### config.mk
export PLATFORM = sky130hd
export DESIGN_NAME = program_counter_ras_flat
export DESIGN_NICKNAME = d
export VERILOG_FILES = /design/src/rtl/program_counter_ras_if.sv /design/src/rtl/program_counter_ras.sv /design/src/flat_wrapper.sv
export SDC_FILE = /design/constraint.sdc
export NUM_CORES = 1
export LEC_CHECK = 0
export CORE_MARGIN = 8
export CORE_UTILIZATION = 35
export DETAILED_ROUTE_END_ITERATION = 6
export PLACE_DENSITY_LB_ADDON = 0.1
export SLEW_MARGIN = 20
export SYNTH_ARGS = -nofsm -noshare
export SYNTH_HDL_FRONTEND = slang
export SYNTH_SLANG_ARGS = --single-unit
export TNS_END_PERCENT = 5
### constraint.sdc
create_clock -name clk -period 2.3 [get_ports clk]
set_input_delay 0.23 -clock clk [delete_from_list [all_inputs] [get_ports clk]]
set_output_delay 0.23 -clock clk [all_outputs]
set_load 0.1 [all_outputs]
### src/rtl/program_counter_ras_if.sv
// program_counter_ras_if
//   Groups the PC/return-stack control and status signals.
//   master : the fetch controller; drives stall/sel/targets/call and observes
//            pc and the RAS status flags.
//   slave  : the program_counter_ras block itself.
//
//   Handshake: there is no valid/ready pair. Every input is sampled on each
//   rising clk edge where stall=0. stall=1 acts as "not ready": the block
//   holds all state and ignores sel/call for that edge.
//
//   ras_count is a debug view of the internal entry count.
interface program_counter_ras_if #(
    parameter int WIDTH     = 7,
    parameter int RAS_DEPTH = 4
);
    localparam int CW = $clog2(RAS_DEPTH + 1);

    logic             stall;
    logic [1:0]       sel;
    logic [WIDTH-1:0] branch_target;
    logic [WIDTH-1:0] jump_target;
    logic             call;
    logic [WIDTH-1:0] pc;
    logic             ras_empty;
    logic             ras_full;
    logic             ras_underflow;
    logic [CW-1:0]    ras_count;

    modport master (
        output stall, sel, branch_target, jump_target, call,
        input  pc, ras_empty, ras_full, ras_underflow, ras_count
    );

    modport slave (
        input  stall, sel, branch_target, jump_target, call,
        output pc, ras_empty, ras_full, ras_underflow, ras_count
    );
endinterface

### src/rtl/program_counter_ras.sv
// program_counter_ras
//   Program counter with a circular return-address stack (RAS).
//   Ports:
//     clk    : rising-edge clock for all state
//     reset  : synchronous, active-high reset (pc, pointer, count, underflow)
//     bus    : program_counter_ras_if.slave
//              stall, sel (0 seq, 1 branch, 2 jump, 3 return), branch_target,
//              jump_target, call -> pc, ras_empty, ras_full, ras_underflow,
//              ras_count (debug)
//   A call pushes pc+INC. Pushing while full overwrites the oldest entry.
//   A return with an empty stack falls through to pc+INC and pulses
//   ras_underflow for one cycle.
module program_counter_ras #(
    parameter int WIDTH     = 7,
    parameter int RAS_DEPTH = 4,
    parameter int INC       = 1
) (
    input  logic                  clk,
    input  logic                  reset,
    program_counter_ras_if.slave  bus
);
    localparam int PW = $clog2(RAS_DEPTH);
    localparam int CW = $clog2(RAS_DEPTH + 1);

    localparam logic [1:0] SEL_SEQ    = 2'd0;
    localparam logic [1:0] SEL_BRANCH = 2'd1;
    localparam logic [1:0] SEL_JUMP   = 2'd2;
    localparam logic [1:0] SEL_RETURN = 2'd3;

    logic [WIDTH-1:0] pc_q;
    logic [PW-1:0]    top_q;
    logic [CW-1:0]    count_q;
    logic             underflow_q;
    logic [WIDTH-1:0] ras_mem [RAS_DEPTH];

    logic [WIDTH-1:0] ret_addr;
    logic             empty;
    logic             full;

    logic [WIDTH-1:0] pc_next;
    logic [PW-1:0]    top_next;
    logic [CW-1:0]    count_next;
    logic             underflow_next;
    logic             wr_en;
    logic [PW-1:0]    wr_idx;

    assign ret_addr = pc_q + WIDTH'(INC);
    assign empty    = (count_q == '0);
    assign full     = (count_q == CW'(RAS_DEPTH));

    always_comb begin
        pc_next        = ret_addr;
        top_next       = top_q;
        count_next     = count_q;
        underflow_next = 1'b0;
        wr_en          = 1'b0;
        wr_idx         = top_q + PW'(1);

        case (bus.sel)
            SEL_SEQ:    pc_next = ret_addr;
            SEL_BRANCH: pc_next = bus.branch_target;
            SEL_JUMP:   pc_next = bus.jump_target;
            SEL_RETURN: begin
                if (empty) begin
                    // Fall through; any simultaneous call is dropped.
                    pc_next        = ret_addr;
                    underflow_next = 1'b1;
                end else begin
                    pc_next = ras_mem[top_q];
                    if (bus.call) begin
                        // Return+call: replace the popped entry in place.
                        wr_en  = 1'b1;
                        wr_idx = top_q;
                    end else begin
                        top_next   = top_q - PW'(1);
                        count_next = count_q - CW'(1);
                    end
                end
            end
            default: pc_next = ret_addr;
        endcase

        if (bus.call && bus.sel != SEL_RETURN) begin
            // Pointer wraps naturally (power-of-two depth); when full the
            // slot at top+1 is the oldest entry, so it is overwritten.
            wr_en    = 1'b1;
            wr_idx   = top_q + PW'(1);
            top_next = top_q + PW'(1);
            if (!full) begin
                count_next = count_q + CW'(1);
            end
        end
    end

    always_ff @(posedge clk) begin
        if (reset) begin
            pc_q        <= '0;
            top_q       <= '0;
            count_q     <= '0;
            underflow_q <= 1'b0;
        end else if (bus.stall) begin
            underflow_q <= 1'b0;
        end else begin
            pc_q        <= pc_next;
            top_q       <= top_next;
            count_q     <= count_next;
            underflow_q <= underflow_next;
        end
    end

    // Entry storage is not reset; entries are unreachable while count is 0.
    always_ff @(posedge clk) begin
        if (!reset && !bus.stall && wr_en) begin
            ras_mem[wr_idx] <= ret_addr;
        end
    end

    assign bus.pc            = pc_q;
    assign bus.ras_empty     = empty;
    assign bus.ras_full      = full;
    assign bus.ras_underflow = underflow_q;
    assign bus.ras_count     = count_q;
endmodule

### src/flat_wrapper.sv
// flat-port wrapper written by rule: the top's interface ports become plain ports
module program_counter_ras_flat 
#(
    parameter int WIDTH     = 7,
    parameter int RAS_DEPTH = 4,
    parameter int INC       = 1
)
  (clk, reset, bus_stall, bus_sel, bus_branch_target, bus_jump_target, bus_call, bus_pc, bus_ras_empty, bus_ras_full, bus_ras_underflow, bus_ras_count);
  program_counter_ras_if #(.WIDTH(WIDTH), .RAS_DEPTH(RAS_DEPTH)) bus_i ();
  input  logic clk;
  input  logic reset;
  input wire logic [$bits(bus_i.stall)-1:0] bus_stall;
  input wire logic [$bits(bus_i.sel)-1:0] bus_sel;
  input wire logic [$bits(bus_i.branch_target)-1:0] bus_branch_target;
  input wire logic [$bits(bus_i.jump_target)-1:0] bus_jump_target;
  input wire logic [$bits(bus_i.call)-1:0] bus_call;
  output wire logic [$bits(bus_i.pc)-1:0] bus_pc;
  output wire logic [$bits(bus_i.ras_empty)-1:0] bus_ras_empty;
  output wire logic [$bits(bus_i.ras_full)-1:0] bus_ras_full;
  output wire logic [$bits(bus_i.ras_underflow)-1:0] bus_ras_underflow;
  output wire logic [$bits(bus_i.ras_count)-1:0] bus_ras_count;
  assign bus_i.stall = bus_stall;
  assign bus_i.sel = bus_sel;
  assign bus_i.branch_target = bus_branch_target;
  assign bus_i.jump_target = bus_jump_target;
  assign bus_i.call = bus_call;
  assign bus_pc = bus_i.pc;
  assign bus_ras_empty = bus_i.ras_empty;
  assign bus_ras_full = bus_i.ras_full;
  assign bus_ras_underflow = bus_i.ras_underflow;
  assign bus_ras_count = bus_i.ras_count;
  program_counter_ras #(.WIDTH(WIDTH), .RAS_DEPTH(RAS_DEPTH), .INC(INC)) u_core (.clk(clk), .reset(reset), .bus(bus_i));
endmodule
==> results.py <==
metrics = {
    "clock_network": {
        "postCtsResizedCells": 0,
        "htree_levels": 2,
        "cts_tree": "built",
        "cts_setup_buffers": 0,
        "cts_made_buffers": 5,
        "cts_buffer_depth": 2,
        "clockRootBuffer": "clkbuf_8",
        "clk_pin_slew_ps": 90,
        "cts_num_sinks": 43,
        "ctsHoldBuffers": 0,
        "clk-insertion-delay-late_ps": 290,
    },
    "setup_path": {
        "crit_arrival_ps": 2080,
        "required_ps": 2300,
        "crit_path_max_fanout": 7,
        "rrSetupSlack_ps": 220,
        "cp_cell_sequence": "inv_1, ha_1, nand2b_2, inv_6, nor3_2, or3b_2, a21oi_2, buf_4",
        "end_kind": "flop",
        "max_stage_delay_ps": 460,
        "path_class": "reg -> reg",
        "r2r-start": "u_core.bus.ras_count[0]",
        "path_delay_family": "simple AND/OR/NAND/NOR gates",
        "path_buf_inv": 3,
        "r2r-end": "u_core.ras_mem[2][2]",
        "slowest_stage": "or3b_2",
        "startpoint_type": "flop",
        "r2r_cells": 8,
    },
    "grt": {
        "antenna_found_initial": 0,
        "grt_max_degree": 20,
        "grt_pass1_vias": 1502,
        "grt_usage": 0.118,
        "overflow": 0,
        "grt_pass1_wl_um": 7820,
    },
    "floorplanning": {
        "die_w_um": 92.3,
        "fp.coreArea_mm2": 0.00557,
        "rows": 27,
        "dieArea_mm2": 0.00852,
        "die_h_um": 92.3,
        "initial_utilization": 0.365,
        "pin_count": 33,
    },
    "power": {
        "p_total_mw": 1.86,
        "ir_drop_v": 0.000372,
        "power_density_mw_per_mm2": 713,
        "switching_share": 0.293,
        "leakagePower_nw": 0.904,
        "p_sw_mw": 0.544,
        "pwr-share-seq": 0.479,
        "intPower_mw": 1.31,
        "clock_power_share": 0.321,
        "pwr-share-comb": 0.200,
    },
    "cells_and_area": {
        "final_cell_mix": "edfxtp_1, buf_4, clkdlybuf4s50_1",
        "diodes": 0,
        "layout-drive-gt1-share": 0.265,
        "areaGrowthSynthToFinish_pct": 27.9,
        "final_common_cell": "edfxtp_1",
        "fin_util": 0.468,
        "nets": 228,
        "fillers": 526,
        "finalInstanceArea_mm2": 0.00261,
    },
    "synthesis": {
        "synth.avg_cell_area_um2": 12.6,
        "ys_types": 43,
        "synthCells": 162,
        "syn-num-nets": 187,
        "ys_seq_elements": 43,
        "yosysSeqAreaShare": 0.560,
        "async_reset_ff_frac": 0,
        "syn-cell-area_mm2": 0.00204,
        "ys_warn_count": 0,
        "synth-main-ff-cell": "edfxtp_1",
        "synth-edff-count": 28,
    },
    "hold_path": {
        "hold_start": "u_core.bus.ras_count[1]",
        "hold_path_class": "reg -> reg",
        "min_delay_worst_endpoint": "u_core.bus.ras_count[1]",
        "holdPathStages": 2,
    },
    "sta": {
        "skew_ps": 11.0,
        "tightest_slew_ps": 577,
        "rsz0062_at_grt": "no",
        "max_freq_mhz": 481,
        "finalSetupViolCount": 0,
        "slew_headroom": 0.615,
        "setup_slack_ps": 222,
        "min_period_ps": 2080,
        "final.period_utilization": 0.903,
        "finalSetupTns_ps": 0,
        "maxSlewViolCount": 0,
        "hold_viol": 0,
    },
    "drt": {
        "totalWireLength_um": 4850,
        "drc_errors": 0,
        "wl_per_cell_um": 17.6,
        "vias": 1443,
        "drt-pass1-iter-count": 4,
        "ant_nets": 0,
        "viasPerCell": 5.23,
        "drt_iter0_markers": 53,
    },
    "placed_design": {
        "port_buffers": 32,
        "placed_cell_area_mm2": 0.00249,
        "gp_congestion": 0.851,
        "dp_hpwl_um": 3670,
        "post-place-ws_ps": 75.3,
    },
    "job": {
        "cap_viol_max_count": 0,
    },
    "run_status": {
        "outcome": "complete, no violations",
    },
}
[power groups by stage]
| stage | Sequential (mW) | Clock (mW) | Combinational [mW] |
|---|---|---|---|
| 2_1_floorplan | 0.988 | 0 | 0.173 |
| 3_3_place_gp | 0.907 | 0 | 0.369 |
| 3_5_place_dp | 0.909 | 0 | 0.373 |
| 4_1_cts | 0.891 | 0.610 | 0.375 |
| 5_1_grt | 0.897 | 0.644 | 0.396 |
| 6_report | 0.891 | 0.597 | 0.371 |
[worst max path at each step]
stage,to,depth (start not counted),slack (ps),from
final,u_core.ras_mem[2][2],8,220,u_core.bus.ras_count[0]
after global placement,u_core.ras_mem[2][5],6,150,bus_call
after detailed placement,u_core.ras_mem[3][5],7,80,bus_sel[1]
after floorplan,u_core.ras_mem[3][0],7,-10,u_core.bus.ras_count[0]
after CTS,u_core.ras_mem[2][2],8,200,u_core.bus.ras_count[0]
after global routing,u_core.ras_mem[2][2],8,120,u_core.bus.ras_count[0]
[Yosys cell counts (all sizes together), types with 3 or more instances]
master,count,area (µm²)
dfxtp,15,300
nand2,5,18.8
o21ai,3,15.0
a221oi,6,52.6
edfxtp,28,841
xor2,3,26.3
inv,7,26.3
nor2,8,30.0
a21oi,7,35.0
nand3,6,30.0
mux4,7,158
nor2b,6,37.5
a221o,7,70.1
xnor2,4,35.0
nor3,9,45.0
ha,5,62.6
nor3b,3,22.5
clkbuf,6,22.5
[final cells by class]
cell class	instances	area [µm²]	area share
flip-flops and latches	43	1150	0.441
multi-input cells	104	857	0.329
repair buffers	42	363	0.139
well taps	72	90.1	0.0346
clock buffers	5	68.8	0.0264
clock inverters	3	46.3	0.0178
inverters	7	31.3	0.0120
[stage by stage]
stage                     cells  hold slack [ps]
final                       276              525
after global routing        276              565
after CTS                   276              526
after detailed placement    268              512
after global placement      268              512
after floorplan             162              418
[state kept, by name, indices dropped and copies added (netlist names), named ones only]
signal / cells
u_core.bus.pc: 7
u_core.ras_mem: 28
u_core.bus.ras_underflow: 1
u_core.bus.ras_count: 3
u_core.top_q: 2
[worst register-to-register path, stage by stage (launching register included)]
cell      delay [ps]
dfxtp_4          360
inv_1             90
ha_1             280
nand2b_2         140
inv_6             90
nor3_2            60
or3b_2           460
a21oi_2          120
buf_4            180
[layer usage]
layer / GRT usage / wire, µm / share of wire / up-vias
met5: 0 / 0 / 0 / -
met4: 0.0389 / 55 / 0.011 / 0
met3: 0.0355 / 240 / 0.050 / 4
li1: - / - / - / 710
met2: 0.195 / 2360 / 0.49 / 39
met1: 0.143 / 2190 / 0.45 / 690
[cell families (layout without fill, tap and decap cells)]
| family | Yosys count | count (layout) | synth area share |
|---|---|---|---|
| buf+inv | 15 | 57 | 0.0282 |
| fa+ha+maj | 5 | 5 | 0.0307 |
| xor+xnor | 7 | 7 | 0.0301 |
| compound gates | 35 | 35 | 0.131 |
| mux | 8 | 8 | 0.0829 |
| simple gates | 49 | 49 | 0.136 |
| flops | 43 | 43 | 0.560 |
No activity file was read; power rests on OpenSTA's default activity.
